## src/rtl/jtag_dtm_unit_pkg.sv

```systemverilog
// Shared types and default constants for the JTAG debug transport unit.
// Optional DMI timeout is enabled by defining JTAG_DTM_TIMEOUT_EN.
package jtag_dbg_pkg;

    typedef enum logic [1:0] {
        OpNop   = 2'd0,
        OpRead  = 2'd1,
        OpWrite = 2'd2,
        OpRsvd  = 2'd3
    } dmi_op_e;

    typedef enum logic [1:0] {
        StatOk     = 2'd0,
        StatFailed = 2'd2,
        StatBusy   = 2'd3
    } dmi_stat_e;

    typedef enum logic [1:0] {
        DmiIdle = 2'd0,
        DmiReq  = 2'd1,
        DmiWait = 2'd2
    } dmi_state_e;

    typedef enum logic [1:0] {
        SelBypass = 2'd0,
        SelIdcode = 2'd1,
        SelDbgcs  = 2'd2,
        SelDmi    = 2'd3
    } dr_sel_e;

    localparam logic [7:0]  IrIdcodeDefault = 8'h01;
    localparam logic [7:0]  IrDbgcsDefault  = 8'h10;
    localparam logic [7:0]  IrDmiDefault    = 8'h11;
    localparam logic [31:0] IdcodeDefault   = 32'h1DEA_D3FF;

    // Only reads and writes launch bus traffic; nop and reserved do nothing.
    function automatic logic op_is_access(dmi_op_e op);
        return (op == OpRead) || (op == OpWrite);
    endfunction

endpackage

```

## src/rtl/jtag_dtm_unit_if.sv

```systemverilog
// DMI request/response bus between the transport unit (master) and the debug module (slave).
interface jtag_dtm_unit_if #(
    parameter int unsigned ADDR_W = 7
);
    logic              dmi_req_valid;
    logic              dmi_req_ready;
    logic [ADDR_W-1:0] dmi_req_addr;
    logic [31:0]       dmi_req_data;
    logic              dmi_req_write;
    logic              dmi_rsp_valid;
    logic [31:0]       dmi_rsp_data;
    logic              dmi_rsp_err;

    modport master (
        output dmi_req_valid, dmi_req_addr, dmi_req_data, dmi_req_write,
        input  dmi_req_ready, dmi_rsp_valid, dmi_rsp_data, dmi_rsp_err
    );

    modport slave (
        input  dmi_req_valid, dmi_req_addr, dmi_req_data, dmi_req_write,
        output dmi_req_ready, dmi_rsp_valid, dmi_rsp_data, dmi_rsp_err
    );
endinterface

```

## src/rtl/jtag_dtm_unit_dmi_fsm.sv

```systemverilog
// DMI handshake FSM: request latches, response capture and sticky status.
// Defining JTAG_DTM_TIMEOUT_EN adds a timeout that abandons a stalled transaction.
module jtag_dmi_fsm
    import jtag_dbg_pkg::*;
#(
    parameter int unsigned ADDR_W         = 7,
    parameter int unsigned TIMEOUT_CYCLES = 1024
) (
    input  logic              clk,
    input  logic              rst,
    input  logic              launch,
    input  dmi_op_e           op,
    input  logic [ADDR_W-1:0] addr,
    input  logic [31:0]       data,
    input  logic              clear_stat,
    jtag_dtm_unit_if.master   dmi,
    output logic [ADDR_W-1:0] last_addr,
    output logic [31:0]       rsp_data,
    output logic [1:0]        sticky_stat,
    output logic              busy
);

    dmi_state_e        state_q;
    dmi_stat_e         stat_q;
    logic              req_valid_q;
    logic              req_write_q;
    logic [ADDR_W-1:0] req_addr_q;
    logic [31:0]       req_data_q;
    logic [31:0]       rsp_data_q;
    logic              busy_q;
    logic              access;

    assign access = launch && op_is_access(op);

`ifdef JTAG_DTM_TIMEOUT_EN
    localparam int unsigned CntW = $clog2(TIMEOUT_CYCLES + 1);
    logic [CntW-1:0] tmo_cnt_q;
`else
    localparam int unsigned unused_timeout = TIMEOUT_CYCLES;
`endif

    // Handshake FSM with registered bus outputs and sticky status.
    always_ff @(posedge clk) begin
        if (rst) begin
            state_q     <= DmiIdle;
            stat_q      <= StatOk;
            req_valid_q <= 1'b0;
            req_write_q <= 1'b0;
            req_addr_q  <= '0;
            req_data_q  <= '0;
            rsp_data_q  <= '0;
            busy_q      <= 1'b0;
`ifdef JTAG_DTM_TIMEOUT_EN
            tmo_cnt_q   <= '0;
`endif
        end else begin
            if (clear_stat) stat_q <= StatOk;
            unique case (state_q)
                DmiIdle: begin
                    // A non-zero sticky status blocks new requests until cleared.
                    if (access && stat_q == StatOk) begin
                        req_addr_q  <= addr;
                        req_data_q  <= data;
                        req_write_q <= (op == OpWrite);
                        req_valid_q <= 1'b1;
                        busy_q      <= 1'b1;
                        state_q     <= DmiReq;
                    end
                end
                DmiReq: begin
                    if (dmi.dmi_req_ready) begin
                        req_valid_q <= 1'b0;
                        state_q     <= DmiWait;
                    end
                end
                DmiWait: begin
                    if (dmi.dmi_rsp_valid) begin
                        if (!req_write_q) rsp_data_q <= dmi.dmi_rsp_data;
                        if (dmi.dmi_rsp_err) stat_q <= StatFailed;
                        busy_q  <= 1'b0;
                        state_q <= DmiIdle;
                    end
                end
                default: begin
                    req_valid_q <= 1'b0;
                    busy_q      <= 1'b0;
                    state_q     <= DmiIdle;
                end
            endcase
            if (access && state_q != DmiIdle) stat_q <= StatBusy;
`ifdef JTAG_DTM_TIMEOUT_EN
            // Counter is held at zero in IDLE, so it restarts on every entry to REQ.
            if (state_q == DmiIdle) begin
                tmo_cnt_q <= '0;
            end else if (tmo_cnt_q == CntW'(TIMEOUT_CYCLES)) begin
                tmo_cnt_q   <= '0;
                req_valid_q <= 1'b0;
                busy_q      <= 1'b0;
                stat_q      <= StatFailed;
                state_q     <= DmiIdle;
            end else begin
                tmo_cnt_q <= tmo_cnt_q + CntW'(1);
            end
`endif
        end
    end

    assign dmi.dmi_req_valid = req_valid_q;
    assign dmi.dmi_req_addr  = req_addr_q;
    assign dmi.dmi_req_data  = req_data_q;
    assign dmi.dmi_req_write = req_write_q;
    assign last_addr         = req_addr_q;
    assign rsp_data          = rsp_data_q;
    assign sticky_stat       = stat_q;
    assign busy              = busy_q;

endmodule

```

## src/rtl/jtag_dtm_unit.sv

```systemverilog
// JTAG debug transport unit: IDCODE, BYPASS, DBGCS and DMI data registers.
// Defining JTAG_DTM_TIMEOUT_EN enables the DMI transaction timeout.
module jtag_dtm_unit
    import jtag_dbg_pkg::*;
#(
    parameter int unsigned          IR_WIDTH       = 8,
    parameter logic [31:0]          IDCODE_VALUE   = IdcodeDefault,
    parameter logic [IR_WIDTH-1:0]  IR_IDCODE      = IR_WIDTH'(IrIdcodeDefault),
    parameter logic [IR_WIDTH-1:0]  IR_DBGCS       = IR_WIDTH'(IrDbgcsDefault),
    parameter logic [IR_WIDTH-1:0]  IR_DMI         = IR_WIDTH'(IrDmiDefault),
    parameter int unsigned          ADDR_W         = 7,
    parameter int unsigned          TIMEOUT_CYCLES = 1024
) (
    input  logic                clk,
    input  logic                rst,
    input  logic                tdi,
    output logic                tdo,
    input  logic                capture_dr,
    input  logic                shift_dr,
    input  logic                update_dr,
    input  logic [IR_WIDTH-1:0] ir_out,
    jtag_dtm_unit_if.master     dmi,
    input  logic                halted,
    output logic                debug_req,
    output logic                dmi_busy
);

    localparam int unsigned DmiW = ADDR_W + 34;

    dr_sel_e           sel;
    logic              bypass_q;
    logic [31:0]       idcode_q;
    logic [31:0]       dbgcs_q;
    logic [DmiW-1:0]   dmi_q;
    logic              debug_req_q;
    logic              update_only;
    logic [ADDR_W-1:0] last_addr;
    logic [31:0]       rsp_data;
    logic [1:0]        sticky_stat;
    logic [1:0]        cap_stat;
    logic              busy;
    logic              unused_dbgcs;

    // Instruction decode; unknown codes fall back to BYPASS.
    always_comb begin
        sel = SelBypass;
        if (ir_out == IR_IDCODE)     sel = SelIdcode;
        else if (ir_out == IR_DBGCS) sel = SelDbgcs;
        else if (ir_out == IR_DMI)   sel = SelDmi;
    end

    // Update acts only when neither capture nor shift claims the cycle.
    assign update_only  = update_dr && !capture_dr && !shift_dr;
    assign cap_stat     = busy ? 2'd3 : sticky_stat;
    assign unused_dbgcs = ^dbgcs_q[31:2];

    // Data register capture/shift and DBGCS update.
    always_ff @(posedge clk) begin
        if (rst) begin
            bypass_q    <= 1'b0;
            idcode_q    <= '0;
            dbgcs_q     <= '0;
            dmi_q       <= '0;
            debug_req_q <= 1'b0;
        end else if (capture_dr) begin
            unique case (sel)
                SelBypass: bypass_q <= 1'b0;
                SelIdcode: idcode_q <= IDCODE_VALUE;
                SelDbgcs:  dbgcs_q  <= {28'b0, halted, sticky_stat, debug_req_q};
                SelDmi:    dmi_q    <= {last_addr, rsp_data, cap_stat};
            endcase
        end else if (shift_dr) begin
            unique case (sel)
                SelBypass: bypass_q <= tdi;
                SelIdcode: idcode_q <= {tdi, idcode_q[31:1]};
                SelDbgcs:  dbgcs_q  <= {tdi, dbgcs_q[31:1]};
                SelDmi:    dmi_q    <= {tdi, dmi_q[DmiW-1:1]};
            endcase
        end else if (update_dr && sel == SelDbgcs) begin
            debug_req_q <= dbgcs_q[0];
        end
    end

    // Serial output follows the LSB of whichever register is selected.
    always_comb begin
        tdo = 1'b0;
        unique case (sel)
            SelBypass: tdo = bypass_q;
            SelIdcode: tdo = idcode_q[0];
            SelDbgcs:  tdo = dbgcs_q[0];
            SelDmi:    tdo = dmi_q[0];
        endcase
    end

    jtag_dmi_fsm #(
        .ADDR_W         (ADDR_W),
        .TIMEOUT_CYCLES (TIMEOUT_CYCLES)
    ) u_dmi_fsm (
        .clk         (clk),
        .rst         (rst),
        .launch      (update_only && sel == SelDmi),
        .op          (dmi_op_e'(dmi_q[1:0])),
        .addr        (dmi_q[DmiW-1:34]),
        .data        (dmi_q[33:2]),
        .clear_stat  (update_only && sel == SelDbgcs && dbgcs_q[1]),
        .dmi         (dmi),
        .last_addr   (last_addr),
        .rsp_data    (rsp_data),
        .sticky_stat (sticky_stat),
        .busy        (busy)
    );

    assign debug_req = debug_req_q;
    assign dmi_busy  = busy;

endmodule

```

## src/flat_wrapper.sv

```systemverilog
// flat-port wrapper written by rule: the top's interface ports become plain ports
module jtag_dtm_unit_flat import jtag_dbg_pkg::*;
#(
    parameter int unsigned          IR_WIDTH       = 8,
    parameter logic [31:0]          IDCODE_VALUE   = IdcodeDefault,
    parameter logic [IR_WIDTH-1:0]  IR_IDCODE      = IR_WIDTH'(IrIdcodeDefault),
    parameter logic [IR_WIDTH-1:0]  IR_DBGCS       = IR_WIDTH'(IrDbgcsDefault),
    parameter logic [IR_WIDTH-1:0]  IR_DMI         = IR_WIDTH'(IrDmiDefault),
    parameter int unsigned          ADDR_W         = 7,
    parameter int unsigned          TIMEOUT_CYCLES = 1024
)
  (clk, rst, tdi, tdo, capture_dr, shift_dr, update_dr, ir_out, halted, debug_req, dmi_busy, dmi_dmi_req_valid, dmi_dmi_req_addr, dmi_dmi_req_data, dmi_dmi_req_write, dmi_dmi_req_ready, dmi_dmi_rsp_valid, dmi_dmi_rsp_data, dmi_dmi_rsp_err);
  jtag_dtm_unit_if #(.ADDR_W(ADDR_W)) dmi_i ();
  input  logic clk;
  input  logic rst;
  input  logic tdi;
  output logic tdo;
  input  logic capture_dr;
  input  logic shift_dr;
  input  logic update_dr;
  input  logic [IR_WIDTH-1:0] ir_out;
  input  logic halted;
  output logic debug_req;
  output logic dmi_busy;
  output wire logic [$bits(dmi_i.dmi_req_valid)-1:0] dmi_dmi_req_valid;
  output wire logic [$bits(dmi_i.dmi_req_addr)-1:0] dmi_dmi_req_addr;
  output wire logic [$bits(dmi_i.dmi_req_data)-1:0] dmi_dmi_req_data;
  output wire logic [$bits(dmi_i.dmi_req_write)-1:0] dmi_dmi_req_write;
  input wire logic [$bits(dmi_i.dmi_req_ready)-1:0] dmi_dmi_req_ready;
  input wire logic [$bits(dmi_i.dmi_rsp_valid)-1:0] dmi_dmi_rsp_valid;
  input wire logic [$bits(dmi_i.dmi_rsp_data)-1:0] dmi_dmi_rsp_data;
  input wire logic [$bits(dmi_i.dmi_rsp_err)-1:0] dmi_dmi_rsp_err;
  assign dmi_dmi_req_valid = dmi_i.dmi_req_valid;
  assign dmi_dmi_req_addr = dmi_i.dmi_req_addr;
  assign dmi_dmi_req_data = dmi_i.dmi_req_data;
  assign dmi_dmi_req_write = dmi_i.dmi_req_write;
  assign dmi_i.dmi_req_ready = dmi_dmi_req_ready;
  assign dmi_i.dmi_rsp_valid = dmi_dmi_rsp_valid;
  assign dmi_i.dmi_rsp_data = dmi_dmi_rsp_data;
  assign dmi_i.dmi_rsp_err = dmi_dmi_rsp_err;
  jtag_dtm_unit #(.IR_WIDTH(IR_WIDTH), .IDCODE_VALUE(IDCODE_VALUE), .IR_IDCODE(IR_IDCODE), .IR_DBGCS(IR_DBGCS), .IR_DMI(IR_DMI), .ADDR_W(ADDR_W), .TIMEOUT_CYCLES(TIMEOUT_CYCLES)) u_core (.clk(clk), .rst(rst), .tdi(tdi), .tdo(tdo), .capture_dr(capture_dr), .shift_dr(shift_dr), .update_dr(update_dr), .ir_out(ir_out), .dmi(dmi_i), .halted(halted), .debug_req(debug_req), .dmi_busy(dmi_busy));
endmodule
```

## config.mk

```make
export PLATFORM = sky130hd
export DESIGN_NAME = jtag_dtm_unit_flat
export DESIGN_NICKNAME = d
export VERILOG_FILES = /design/src/rtl/jtag_dtm_unit_pkg.sv /design/src/rtl/jtag_dtm_unit_if.sv /design/src/rtl/jtag_dtm_unit_dmi_fsm.sv /design/src/rtl/jtag_dtm_unit.sv /design/src/flat_wrapper.sv
export SDC_FILE = /design/constraint.sdc
export NUM_CORES = 1
export LEC_CHECK = 0
export ABC_AREA = 0
export BUFFER_PORTS_ARGS = -buffer_cell sky130_fd_sc_hd__buf_4
export CAP_MARGIN = 20
export CORE_MARGIN = 5
export CORE_UTILIZATION = 53
export DETAILED_ROUTE_END_ITERATION = 6
export GPL_TIMING_DRIVEN = 0
export PLACE_DENSITY_LB_ADDON = 0.1
export SYNTH_ARGS = -nofsm -noshare
export SYNTH_HDL_FRONTEND = slang
export SYNTH_HIERARCHICAL = 1
export SYNTH_SLANG_ARGS = --single-unit
```

## constraint.sdc

```tcl
create_clock -name clk -period 2.75 [get_ports clk]
set_input_delay 0.55 -clock clk [delete_from_list [all_inputs] [get_ports clk]]
set_output_delay 0.55 -clock clk [all_outputs]
set_load 0.1 [all_outputs]
```

---- After elaboration in Yosys (flattened, before gate mapping) ----
Index checks and enable logic that the tools add are counted.
word-level totals
  register bits after elaboration ......... 185
  input port bits ......................... 50
  output and inout bits ................... 44
  logic and storage cells ................. 93
operators by class
  eq/ne operators ......................... 13
  multiplexer cells ....................... 35
  bitwise gates (word level) .............. 5
  reductions and logical operators ........ 27
operators by type and width
  operator            number
  $mux 32             8
  $mux 41             4
  $mux 2              12
  $eq 8x5->1 const B  2
  $reduce_and 3->1    5
  $reduce_and 2->1    5
  $logic_and 1x1->1   9
  $eq 2x2->1 const B  4
  $eq 8x1->1 const B  1
  $mux 1              7
  $eq 2x1->1 const B  3
  $logic_not 2->1     3
  $ne 2x2->1 const B  3
  $pmux 1 s3          2
  $pmux 2 s3          1
  $not 1->1           5
  $pmux 1 s4          1
  $reduce_bool 2->1   2
  $logic_not 1->1     2
  $logic_or 1x1->1    1

---- Logic depth before layout (Yosys ltp) ----
Gate-level depths: netlist of the first run.
  word-level depth ........................ 12
  depth in mapped cells ................... 8

---- Cells and area by module ----
Netlist of the first run, hierarchy kept.
by module, submodules not included
  module         instances  cells an instance  area each (µm²)
  jtag_dtm_unit  1          517                5,033.6
  jtag_dmi_fsm   1          354                3,234.4

---- Worst setup path after synthesis of the first run ----
Ideal clock, no wire load.
  path type ............................... input-to-output
  start ................................... in ir_out[1]
  end ..................................... out tdo
  arrival time ............................ 3.689 ns
  required time ........................... 2.200 ns
  slack ................................... -1.489 ns
  cell stages on the path ................. 4
  cell sequence ........................... or3_1 -> buf_2 -> o311a_1 -> a221oi_1
between the ends
  longest elaborated chain between the ends .. 6
  elaborated cells between the ends (all ways) .. 11
  those cells by class .................... eq/ne (6); mux (4); reduce/logical (1)
RTL lines
  what                                RTL line             RTL
  start, declared                     flat_wrapper.sv:21   input logic [IR_WIDTH-1:0] ir_out;
  $eq 8x5->1                          jtag_dtm_unit.sv:49  else if (ir_out == IR_DMI) sel = SelDmi;
  $mux 2                              jtag_dtm_unit.sv:49
  $mux 2                              jtag_dtm_unit.sv:48  else if (ir_out == IR_DBGCS) sel = SelDbgcs;
  $mux 2 *                            jtag_dtm_unit.sv:47  if (ir_out == IR_IDCODE) sel = SelIdcode;
  $eq 2x2->1 (tied with other cells)  jtag_dtm_unit.sv:87  unique case (sel)
  $pmux 1 s4 *                        jtag_dtm_unit.sv:87
  end, declared                       flat_wrapper.sv:17   output logic tdo;
Every way passes the cells marked *; elsewhere a longest branch is shown, timed or not.

---- Worst setup path after layout of the first run ----
Same ends and word-level chain as after synthesis.

==> results of run 1 <==
==> worst max-delay path, stage by stage <==
cell	delay [ns]
sky130_fd_sc_hd__buf_4	0.11
sky130_fd_sc_hd__or3_1	0.35
sky130_fd_sc_hd__buf_4	0.17
sky130_fd_sc_hd__o311a_1	0.32
sky130_fd_sc_hd__a221oi_4	0.25
sky130_fd_sc_hd__buf_4	0.33
==> per-layer routing <==
layer,part of all wire,routed length (um)
met5,0,0
met4,0.0092,168
met3,0.043,788
met2,0.48,8790
met1,0.47,8610
==> flip-flops by register name, indices dropped and copies added (netlist names) <==
name	flops
u_core/dmi_q	41
u_core/dbgcs_q	32
u_core/idcode_q	32
u_core/u_dmi_fsm/dmi.dmi_req_data	32
u_core/u_dmi_fsm/rsp_data	32
u_core/u_dmi_fsm/dmi.dmi_req_addr	7
u_core/u_dmi_fsm/state_q	2
u_core/u_dmi_fsm/sticky_stat	2
u_core/bypass_q	1
u_core/debug_req	1
u_core/u_dmi_fsm/busy	1
u_core/u_dmi_fsm/dmi.dmi_req_valid	1
u_core/u_dmi_fsm/dmi.dmi_req_write	1
==> synth_stat cells (all sizes together) <==
master / count
nor4bb: 3
o31ai: 10
a31oi: 1
o21ba: 1
o21bai: 1
nand4b: 2
or4bb: 1
or2: 2
or4b: 2
nand3b: 29
nand3: 2
o221a: 22
a221oi: 1
a21oi: 46
nand4: 12
nor2: 4
and2: 1
a41oi: 3
nor3b: 1
nor4: 3
o21ai: 4
a31o: 1
nand2: 179
a211oi: 3
nand2b: 84
nor4b: 1
ha: 1
nor3: 4
a32o: 1
inv: 5
nor2b: 12
o311a: 1
and3: 1
buf: 30
dfxtp: 185
mux2i: 114
or3: 3
clkbuf: 53
o221ai: 2
mux2: 40
==> area by class of cell <==
cell class	instances	area, um2	area share
Multi-Input combinational cell	598	4150	0.424
Inverter	5	18.8	0.00192
Tap cell	211	264	0.0270
Buffer	83	424	0.0434
Timing Repair Buffer	92	691	0.0706
Clock inverter	12	76.3	0.00780
Sequential cell	185	3700	0.379
Clock buffer	20	457	0.0467
==> stage by stage <==
step	utilization	setup TNS, ns
after floorplan	-	-0.0708
after global placement	0.606	-21.38
after detailed placement	0.606	-20.41
after CTS	0.641	0
after global routing	0.641	0
final	0.641	0
==> path summary, 6_finish.rpt <==
| path | start | to | slack [ns] |
|---|---|---|---|
| worst max register to register | u_core/dmi_q[0] | u_core/u_dmi_fsm/dmi.dmi_req_data[2] | 0.66 |
| worst max-delay path | ir_out[1] | tdo | 0.11 |
| worst min-delay path | dmi_dmi_rsp_data[25] | u_core/u_dmi_fsm/rsp_data[25] | 0.37 |
| worst min register to register | u_core/u_dmi_fsm/rsp_data[26] | u_core/u_dmi_fsm/rsp_data[26] | 0.46 |
==> logic make-up (layout without fill, tap and decap cells) <==
family / Yosys count / in the layout / synth area share
buffers and inverters: 88 / 212 / 0.0528
adder cells (fa/ha/maj): 1 / 1 / 0.00151
AND/OR/NAND/NOR: 346 / 346 / 0.220
AO/OA/AOI/OAI: 97 / 97 / 0.0847
flip-flops: 185 / 185 / 0.448
multiplexers: 154 / 154 / 0.192
==> power breakdown <==
| group | leakage [nW] | internal, mW | switching, mW | total (mW) |
|---|---|---|---|---|
| logic | 1.92 | 0.109 | 0.153 | 0.262 |
| clock network | 0.265 | 1.20 | 1.02 | 2.21 |
| registers | 1.49 | 2.68 | 0.000932 | 2.68 |
| total | 3.67 | 3.99 | 1.17 | 5.16 |
==> repair_timing <==
item / 4_1_cts / 5_1_grt
pin swaps: 0 / 0
hold buffers: 0 / 0
resized for setup: 1 / 5
setup endpoints to repair: 40 / 41
==> impl_metrics.tcl, run 1 <==
set metrics [dict create \
    gr_layer_usage_met3 0.0443 \
    synth.top_cells.by_area "sky130_fd_sc_hd__dfxtp_1 45%, sky130_fd_sc_hd__mux2i_1 14%, sky130_fd_sc_hd__nand2_1 8.1%, sky130_fd_sc_hd__nand2b_1 6.4%, sky130_fd_sc_hd__mux2_2 5.4%" \
    timing.final.crit_period_ns 2.64 \
    area_growth_syn_to_layout_pct 18.3 \
    hpwlAfterDp_um 12800 \
    worst-r2r-cell-count 6 \
    drv_cap 0 \
    insertion_delay_ns 0.43 \
    synth_cell_types 46 \
    worst_pin_slew_ns 0.819 \
    syn_area_per_cell_um2 9.49 \
    grt.total_usage 0.204 \
    grt_antenna_before_repair 0 \
    htree_num_levels 4 \
    grt_max_degree 17 \
    drv_slew 0 \
    cts_tree "built" \
    mostFrequentLayoutCell "sky130_fd_sc_hd__dfxtp_1" \
    setup_ws_ns 0.106 \
    pwr_density_cell_mw_per_mm2 527 \
    post-route-drc-count 0 \
    whs_ns 0.370 \
    share_of_synthesized_area_occupied_by_flip_flops_and_latches 0.448 \
    filler_cell_count 1294 \
    critical_path_class "primary input to output port" \
    crit_required_ns 2.20 \
    io_pins 94 \
    max-slew-margin-rel 0.453 \
    vias 6313 \
    placer_congestion 0.790 \
    instances_no_fill 1206 \
    antennaDiodeCount 0 \
    design.die.area_mm2 0.0182 \
    rsz0062_at_grt "false" \
    postPlaceCellArea_mm2 0.00924 \
    worst-path-max-fanout 6 \
    yosysTopAreaCell "sky130_fd_sc_hd__dfxtp_1" \
    post_synth_inst_count 871 \
    clock.fmax_mhz 378 \
    dp.cells 1174 \
    timing.final.crit_share 0.962 \
    grt.met2_usage 0.340 \
    highest_count_cells_in_the_layout_ignoring_fill_and_taps "185 x sky130_fd_sc_hd__dfxtp_1, 179 x sky130_fd_sc_hd__nand2_1, 114 x sky130_fd_sc_hd__mux2i_1" \
    cts.sinks 185 \
    finish.net_count 1033 \
    fp.coreArea_mm2 0.0153 \
    firstDrtPassIters 5 \
    cts-root-to-sink-buffers 2 \
    worst_hold_path.num_cells 3 \
    drt_first_iter_violations 367 \
    synth_warnings 6 \
    total_power_mw 5.16 \
    p_leak_nw 3.67 \
    vdd_ir_drop_max_mv 0.438 \
    cts_made_buffers 17 \
    num_rows 45 \
    report.final.hold_viol_count 0 \
    drive_gt1_frac 0.227 \
    postRouteWirelength_um 18400 \
    grt.met1_usage 0.268 \
    cp-start-kind "primary input" \
    worst_setup_path_end_kind "output port" \
    worst_ep_arrival_time_ns 2.09 \
    dieWidth_um 135 \
    floorplan.initialDensity 0.542 \
    grt_pass1_vias 6264 \
    clock_skews_ns 0.00798 \
    postSynthRegisterBits 185 \
    grt.busiest_layer "met2" \
    grt_pass1_wl_um 30400 \
    root_buffer "sky130_fd_sc_hd__clkbuf_16" \
    outcome "completed" \
    final_cell_area_mm2 0.00978 \
    globalRouteOverflowTotal 0 \
    die_height_um 135 \
    avgRoutedWirePerCell_um 15.2 \
    cts_setup_buffers 0 \
    place_ws_ns -0.525 \
    cts.reportedPaths.clkPinSlew_ns 0.07 \
    final_antenna_net_count 0 \
    report.final.setup_viol 0 \
    placement.io_buffers 92 \
    synthesis.nets 922 \
    yosysTopAreaCellShare 0.448 \
    post_drt_via_cell_ratio 5.23 \
    synth.cell_area_mm2 0.00827 \
    worst_hold_path_type "primary input to register" \
]
(Power assumes the default switching activity.)
==> run 2, diff against run 1 <==
--- a/config.mk
+++ b/config.mk
@@ -9,6 +9,8 @@
 export BUFFER_PORTS_ARGS = -buffer_cell sky130_fd_sc_hd__buf_4
 export CAP_MARGIN = 20
+export CELL_PAD_IN_SITES_DETAIL_PLACEMENT = 1
+export CELL_PAD_IN_SITES_GLOBAL_PLACEMENT = 1
 export CORE_MARGIN = 5
-export CORE_UTILIZATION = 53
+export CORE_UTILIZATION = 41
 export DETAILED_ROUTE_END_ITERATION = 6
 export GPL_TIMING_DRIVEN = 0
==> constraint.sdc (replaced) <==
create_clock -name clk -period 2.75 [get_ports clk]
set_input_delay 0.55 -clock clk [delete_from_list [all_inputs] [get_ports clk]]
set_output_delay 0.55 -clock clk [all_outputs]
set_load 0.02 [all_outputs]
==> run 2 against run 1 <==
  * Core utilization fell by 15 points
  * Combinational power grew 2%
  * Clock power increased by 11%
  * Largest cell class unchanged
  * Hold slack barely moved
  * Clock skew grew 0.0013 ns
  * Cell count up 4.9%
  * Highest routed layer unchanged
  * Final area increased by 1.2%
==> impl_metrics.tcl, run 2 (synthesized netlist as in run 1, its figures left out) <==
set metrics [dict create \
    die_height_um 152 \
    worst_setup_path_end_kind "register" \
    outcome "completed" \
    placement.io_buffers 92 \
    worst_ep_arrival_time_ns 3.01 \
    grt.total_usage 0.179 \
    cts_setup_buffers 0 \
    io_pins 94 \
    final_cell_area_mm2 0.00991 \
    timing.hold.worst.start "dmi_dmi_rsp_data[7]" \
    antennaDiodeCount 0 \
    drv_slew 0 \
    cts.sinks 185 \
    cts_made_buffers 17 \
    p_leak_nw 3.69 \
    share_comb_of_total_power 0.049 \
    worst-r2r-cell-count 6 \
    final_antenna_net_count 0 \
    area_of_the_multi_input_gates_mm2 0.00415 \
    drt_first_iter_violations 275 \
    cp-start-kind "primary input" \
    firstDrtPassIters 4 \
    cts.reportedPaths.clkPinSlew_ns 0.07 \
    internal_power_mw 4.17 \
    grt_max_degree 17 \
    report.final.setup_viol 0 \
    p_sw_frac 0.228 \
    crit_required_ns 3.08 \
    worst_hold_path.num_cells 3 \
    report.final.hold_viol_count 0 \
    root_buffer "sky130_fd_sc_hd__clkbuf_16" \
    insertion_delay_ns 0.42 \
    clock.fmax_mhz 374 \
    htree_num_levels 4 \
    total_power_mw 5.39 \
    seqCellArea_mm2 0.00370 \
    placer_congestion 0.745 \
    drv_cap 0 \
    finish.net_count 1033 \
    globalRouteOverflowTotal 0 \
    largest_register_ff_count 41 \
    worst_pin_slew_ns 0.869 \
    grt_antenna_before_repair 0 \
    worst_hold_path_type "primary input to register" \
    postRouteWirelength_um 20900 \
    num_rows 52 \
    area_growth_syn_to_layout_pct 19.8 \
    critical_path_class "primary input to register" \
    grt_pass1_vias 6660 \
    hpwlAfterDp_um 14700 \
    mostFrequentLayoutCell "sky130_fd_sc_hd__dfxtp_1" \
    post_drt_via_cell_ratio 5.09 \
    pwr_density_cell_mw_per_mm2 545 \
    power.net_switching_mw 1.23 \
    floorplan.initialDensity 0.413 \
    crit_path_start "ir_out[1]" \
    postPlaceCellArea_mm2 0.00930 \
    dieWidth_um 152 \
    max-slew-margin-rel 0.420 \
    regMostFlops "u_core/dmi_q" \
    post-route-drc-count 0 \
    drive_gt1_frac 0.226 \
    timing.final.crit_share 0.973 \
    power_frac_clock 0.454 \
    filler_cell_count 2352 \
    share_seq_of_total_power 0.497 \
    timing.rr.start "u_core/dmi_q[0]" \
    worst-path-max-fanout 10 \
    vias 6436 \
    cts_tree "built" \
    vdd_ir_drop_max_mv 0.355 \
    cts_hold_buffers 0 \
    cts-root-to-sink-buffers 2 \
    rsz0062_at_grt "false" \
    timing.final.crit_period_ns 2.68 \
    fp.coreArea_mm2 0.0200 \
    clock_skews_ns 0.00928 \
    design.die.area_mm2 0.0231 \
    avgRoutedWirePerCell_um 16.5 \
    highest_count_cells_in_the_layout_ignoring_fill_and_taps "185 x sky130_fd_sc_hd__dfxtp_1, 179 x sky130_fd_sc_hd__nand2_1, 114 x sky130_fd_sc_hd__mux2i_1" \
    grt_pass1_wl_um 34600 \
]
-- run 2: cell count changes in the layout (fill, tap and decap cells not counted), sizes merged --
cell,change
clkinv,-6
inv,+3
bufinv,+2
clkinvlp,+1
-- run 2: final timing paths --
path                                            to  slack, ns
min reg2reg           u_core/u_dmi_fsm/rsp_data[9]       0.45
max reg2reg  u_core/u_dmi_fsm/dmi.dmi_req_data[29]       0.59
max          u_core/u_dmi_fsm/dmi.dmi_req_data[29]       0.07
min                   u_core/u_dmi_fsm/rsp_data[7]       0.37
-- run 2: layout make-up --
class                   count  share of cell area
clock buffers              20              0.0451
repair buffers             92              0.0697
inverters                   5             0.00189
multi-input cells         598               0.419
plain buffers              83              0.0426
flip-flops and latches    185               0.374
well taps                 270              0.0341
clock inverters            12              0.0141
-- run 2: repair_timing --
item                                    4_1_cts  5_1_grt
cloned                                        0        0
pin swaps                                     0        0
endpoints found under the setup margin       40        3
endpoints found under the hold margin         0        0
gates resized for setup                       4        2
-- run 2: critical path: stages --
cell                       delay, ns
sky130_fd_sc_hd__buf_4          0.11
sky130_fd_sc_hd__nor3_2         0.26
sky130_fd_sc_hd__clkbuf_2       0.27
sky130_fd_sc_hd__clkbuf_2       0.27
sky130_fd_sc_hd__and3_1         0.25
sky130_fd_sc_hd__or4b_4         0.51
sky130_fd_sc_hd__nor3_4         0.28
sky130_fd_sc_hd__buf_6          0.24
sky130_fd_sc_hd__mux2i_1        0.25
-- run 2: power groups by stage --
stage | clock [mW] | combinational [mW] | sequential [mW]
2_1_floorplan | 0 | 0.141 | 2.74
3_3_place_gp | 0 | 0.264 | 2.74
3_5_place_dp | 0 | 0.264 | 2.74
4_1_cts | 2.52 | 0.267 | 2.68
5_1_grt | 2.64 | 0.288 | 2.68
6_report | 2.45 | 0.266 | 2.68
-- run 2: through the flow --
step,worst slack [ns],hold slack (ns),TNS [ns],std cells,util
global route,0.0294,0.351,0,1265,0.494
finish,0.0732,0.370,0,1265,0.494
CTS,0.0717,0.348,0,1265,0.494
floorplan,0.100,0.433,0,871,-
global placement,-0.643,0.442,-25.93,1233,0.464
detailed placement,-0.703,0.447,-27.22,1233,0.464
-- run 2: routing by layer --
metal / vias up / GRT usage / share of wire
li1: 3216 / - / -
met5: - / 0 / 0
met2: 84 / 0.302 / 0.48
met4: 0 / 0.0484 / 0.012
met3: 19 / 0.0307 / 0.027
met1: 3117 / 0.238 / 0.48
==> run 3, diff against run 2 <==
Settings changed: GPL_TIMING_DRIVEN 0 to default.
==> run 3 against run 2 <==
  * Wire length down 5.2%
  * Clock power fell by 2%
  * Sequential power hardly changed
  * Critical endpoint is now tdo
  * Largest cell class unchanged
==> impl_metrics.tcl, run 3 (synthesized netlist as in run 1, its figures left out) <==
set metrics [dict create \
    outcome "completed" \
    setup_ws_ns 0.340 \
    worst-path-max-fanout 19 \
    finish.net_count 970 \
    die_height_um 152 \
    post_drt_via_cell_ratio 5.15 \
    p_leak_nw 3.59 \
    worstPathCellList "buf_4 > nor3_2 > buf_4 > nand3_1 > a221oi_1 > buf_4" \
    max-slew-margin-rel 0.450 \
    cts.sinks 185 \
    filler_cell_count 2289 \
    timing.hold.worst_endpoint "u_core/u_dmi_fsm/rsp_data[10]" \
    mostFrequentLayoutCell "sky130_fd_sc_hd__dfxtp_1" \
    timing.rr.start "u_core/dmi_q[0]" \
    floorplan.initialDensity 0.413 \
    timing.critical_path.slowest_cell_delay_ns 0.33 \
    placer_congestion 0.756 \
    dieWidth_um 152 \
    internal_power_mw 4.09 \
    area_growth_syn_to_layout_pct 17.2 \
    crit_required_ns 2.20 \
    cts.reportedPaths.clkPinSlew_ns 0.07 \
    crit-reg2reg-capture "u_core/u_dmi_fsm/dmi.dmi_req_data[28]" \
    post-route-util 0.483 \
    largest_register_ff_count 41 \
    cts_made_buffers 17 \
    final_antenna_net_count 0 \
    share_seq_of_total_power 0.504 \
    htree_num_levels 4 \
    drv_cap 0 \
    drt_first_iter_violations 273 \
    root_buffer "sky130_fd_sc_hd__clkbuf_16" \
    timing.final.crit_share 0.876 \
    grt_pass1_vias 6808 \
    cts_hold_buffers 0 \
    regMostFlops "u_core/dmi_q" \
    drive_gt1_frac 0.233 \
    grt.total_usage 0.174 \
    grt_antenna_before_repair 0 \
    final.setup.tns_ns 0 \
    drv_slew 0 \
    postRouteWirelength_um 19800 \
    slowest_stage "sky130_fd_sc_hd__a221oi_1" \
    antennaDiodeCount 0 \
    r2r_slack_ns 0.61 \
    p_sw_frac 0.231 \
    path_common_cell "sky130_fd_sc_hd__buf_4" \
    whs_ns 0.373 \
    timing.hold.worst.start "dmi_dmi_rsp_data[10]" \
    worst_setup_path_end_kind "output port" \
    vdd_ir_drop_max_mv 0.400 \
    critical-path-top-delay-family "buffers and inverters" \
    power_frac_clock 0.450 \
    number_of_buffer_and_inverter_stages_on_the_critical_path 3 \
    worst_hold_path.num_cells 3 \
    cts-root-to-sink-buffers 2 \
    report.final.hold_viol_count 0 \
    placement.io_buffers 93 \
    rsz0062_at_grt "false" \
    cp-start-kind "primary input" \
    report.final.setup_viol 0 \
    num_rows 52 \
    seqCellArea_mm2 0.00370 \
    worst_ep_arrival_time_ns 1.86 \
    worst-r2r-cell-count 6 \
    worst_hold_path_type "primary input to register" \
    post-route-drc-count 0 \
    worst_pin_slew_ns 0.824 \
    power.net_switching_mw 1.23 \
    io_pins 94 \
    area_of_the_multi_input_gates_mm2 0.00415 \
    avgRoutedWirePerCell_um 16.5 \
    vias 6188 \
    grt_pass1_wl_um 34200 \
    share_comb_of_total_power 0.046 \
    cts_setup_buffers 0 \
    timing.final.crit_period_ns 2.41 \
    insertion_delay_ns 0.43 \
    pwr_density_cell_mw_per_mm2 548 \
    place_ws_ns 0.0402 \
    clock_skews_ns 0.0126 \
    design.die.area_mm2 0.0231 \
    firstDrtPassIters 4 \
    cts_tree "built" \
    cts_resized 0 \
    clock.fmax_mhz 415 \
    grt_max_degree 89 \
    fp.coreArea_mm2 0.0200 \
    hpwlAfterDp_um 13000 \
    highest_count_cells_in_the_layout_ignoring_fill_and_taps "185 x sky130_fd_sc_hd__dfxtp_1, 179 x sky130_fd_sc_hd__nand2_1, 114 x sky130_fd_sc_hd__mux2i_1" \
    globalRouteOverflowTotal 0 \
    critical_path_class "primary input to output port" \
]
-- run 3: cell count changes in the layout (fill, tap and decap cells not counted), moves of 3 or more --
cell and change:
sky130_fd_sc_hd__clkbuf_2 -3, sky130_fd_sc_hd__buf_2 -7, sky130_fd_sc_hd__buf_6 -6, sky130_fd_sc_hd__buf_12 +5
sky130_fd_sc_hd__clkbuf_1 -51, sky130_fd_sc_hd__buf_1 -3, sky130_fd_sc_hd__inv_6 +3
-- run 3: worst max-delay path by stage --
stage,from,to,slack (ns),cells after the start
after floorplan,ir_out[1],u_core/u_dmi_fsm/dmi.dmi_req_addr[0],0.10,8
after global placement,capture_dr,u_core/u_dmi_fsm/dmi.dmi_req_data[27],0.20,7
after detailed placement,capture_dr,u_core/u_dmi_fsm/dmi.dmi_req_data[17],0.04,7
after CTS,ir_out[1],tdo,0.34,6
after global routing,ir_out[1],tdo,0.23,6
final,ir_out[1],tdo,0.34,6
-- run 3: layout make-up --
class	instances	share of cell area
multi-input combinational	598	0.428
sequential	185	0.382
timing repair buffer	112	0.0932
clock buffer	19	0.0457
clock inverter	13	0.0136
tap	270	0.0349
inverter	5	0.00220
-- run 3: power by group through the flow --
stage                     Sequential, mW  Combinational [mW]  Clock (mW)
final                               2.68               0.244        2.39
after global routing                2.68               0.266        2.58
after CTS                           2.68               0.248        2.47
after detailed placement            2.74               0.247           0
after global placement              2.74               0.241           0
after floorplan                     2.74               0.141           0
-- run 3: per-stage QoR --
step | power [mW] | area (um2) | std cells
2_1_floorplan | 2.88 | 8270 | 871
3_3_place_gp | 2.98 | 9110 | 1170
3_5_place_dp | 2.99 | 9110 | 1170
4_1_cts | 5.40 | 9690 | 1202
5_1_grt | 5.53 | 9690 | 1202
6_report | 5.31 | 9690 | 1202
-- run 3: tightest hold or removal path, stage by stage --
cell and delay (ns):
sky130_fd_sc_hd__buf_4 0.11, sky130_fd_sc_hd__nand2_1 0.05, sky130_fd_sc_hd__a21oi_1 0.05
-- run 3: per-layer routing --
metal / GRT usage / routed length, um
met4: 0.0475 / 209
met3: 0.0361 / 488
met5: 0 / 0
met1: 0.214 / 9040
met2: 0.310 / 10000
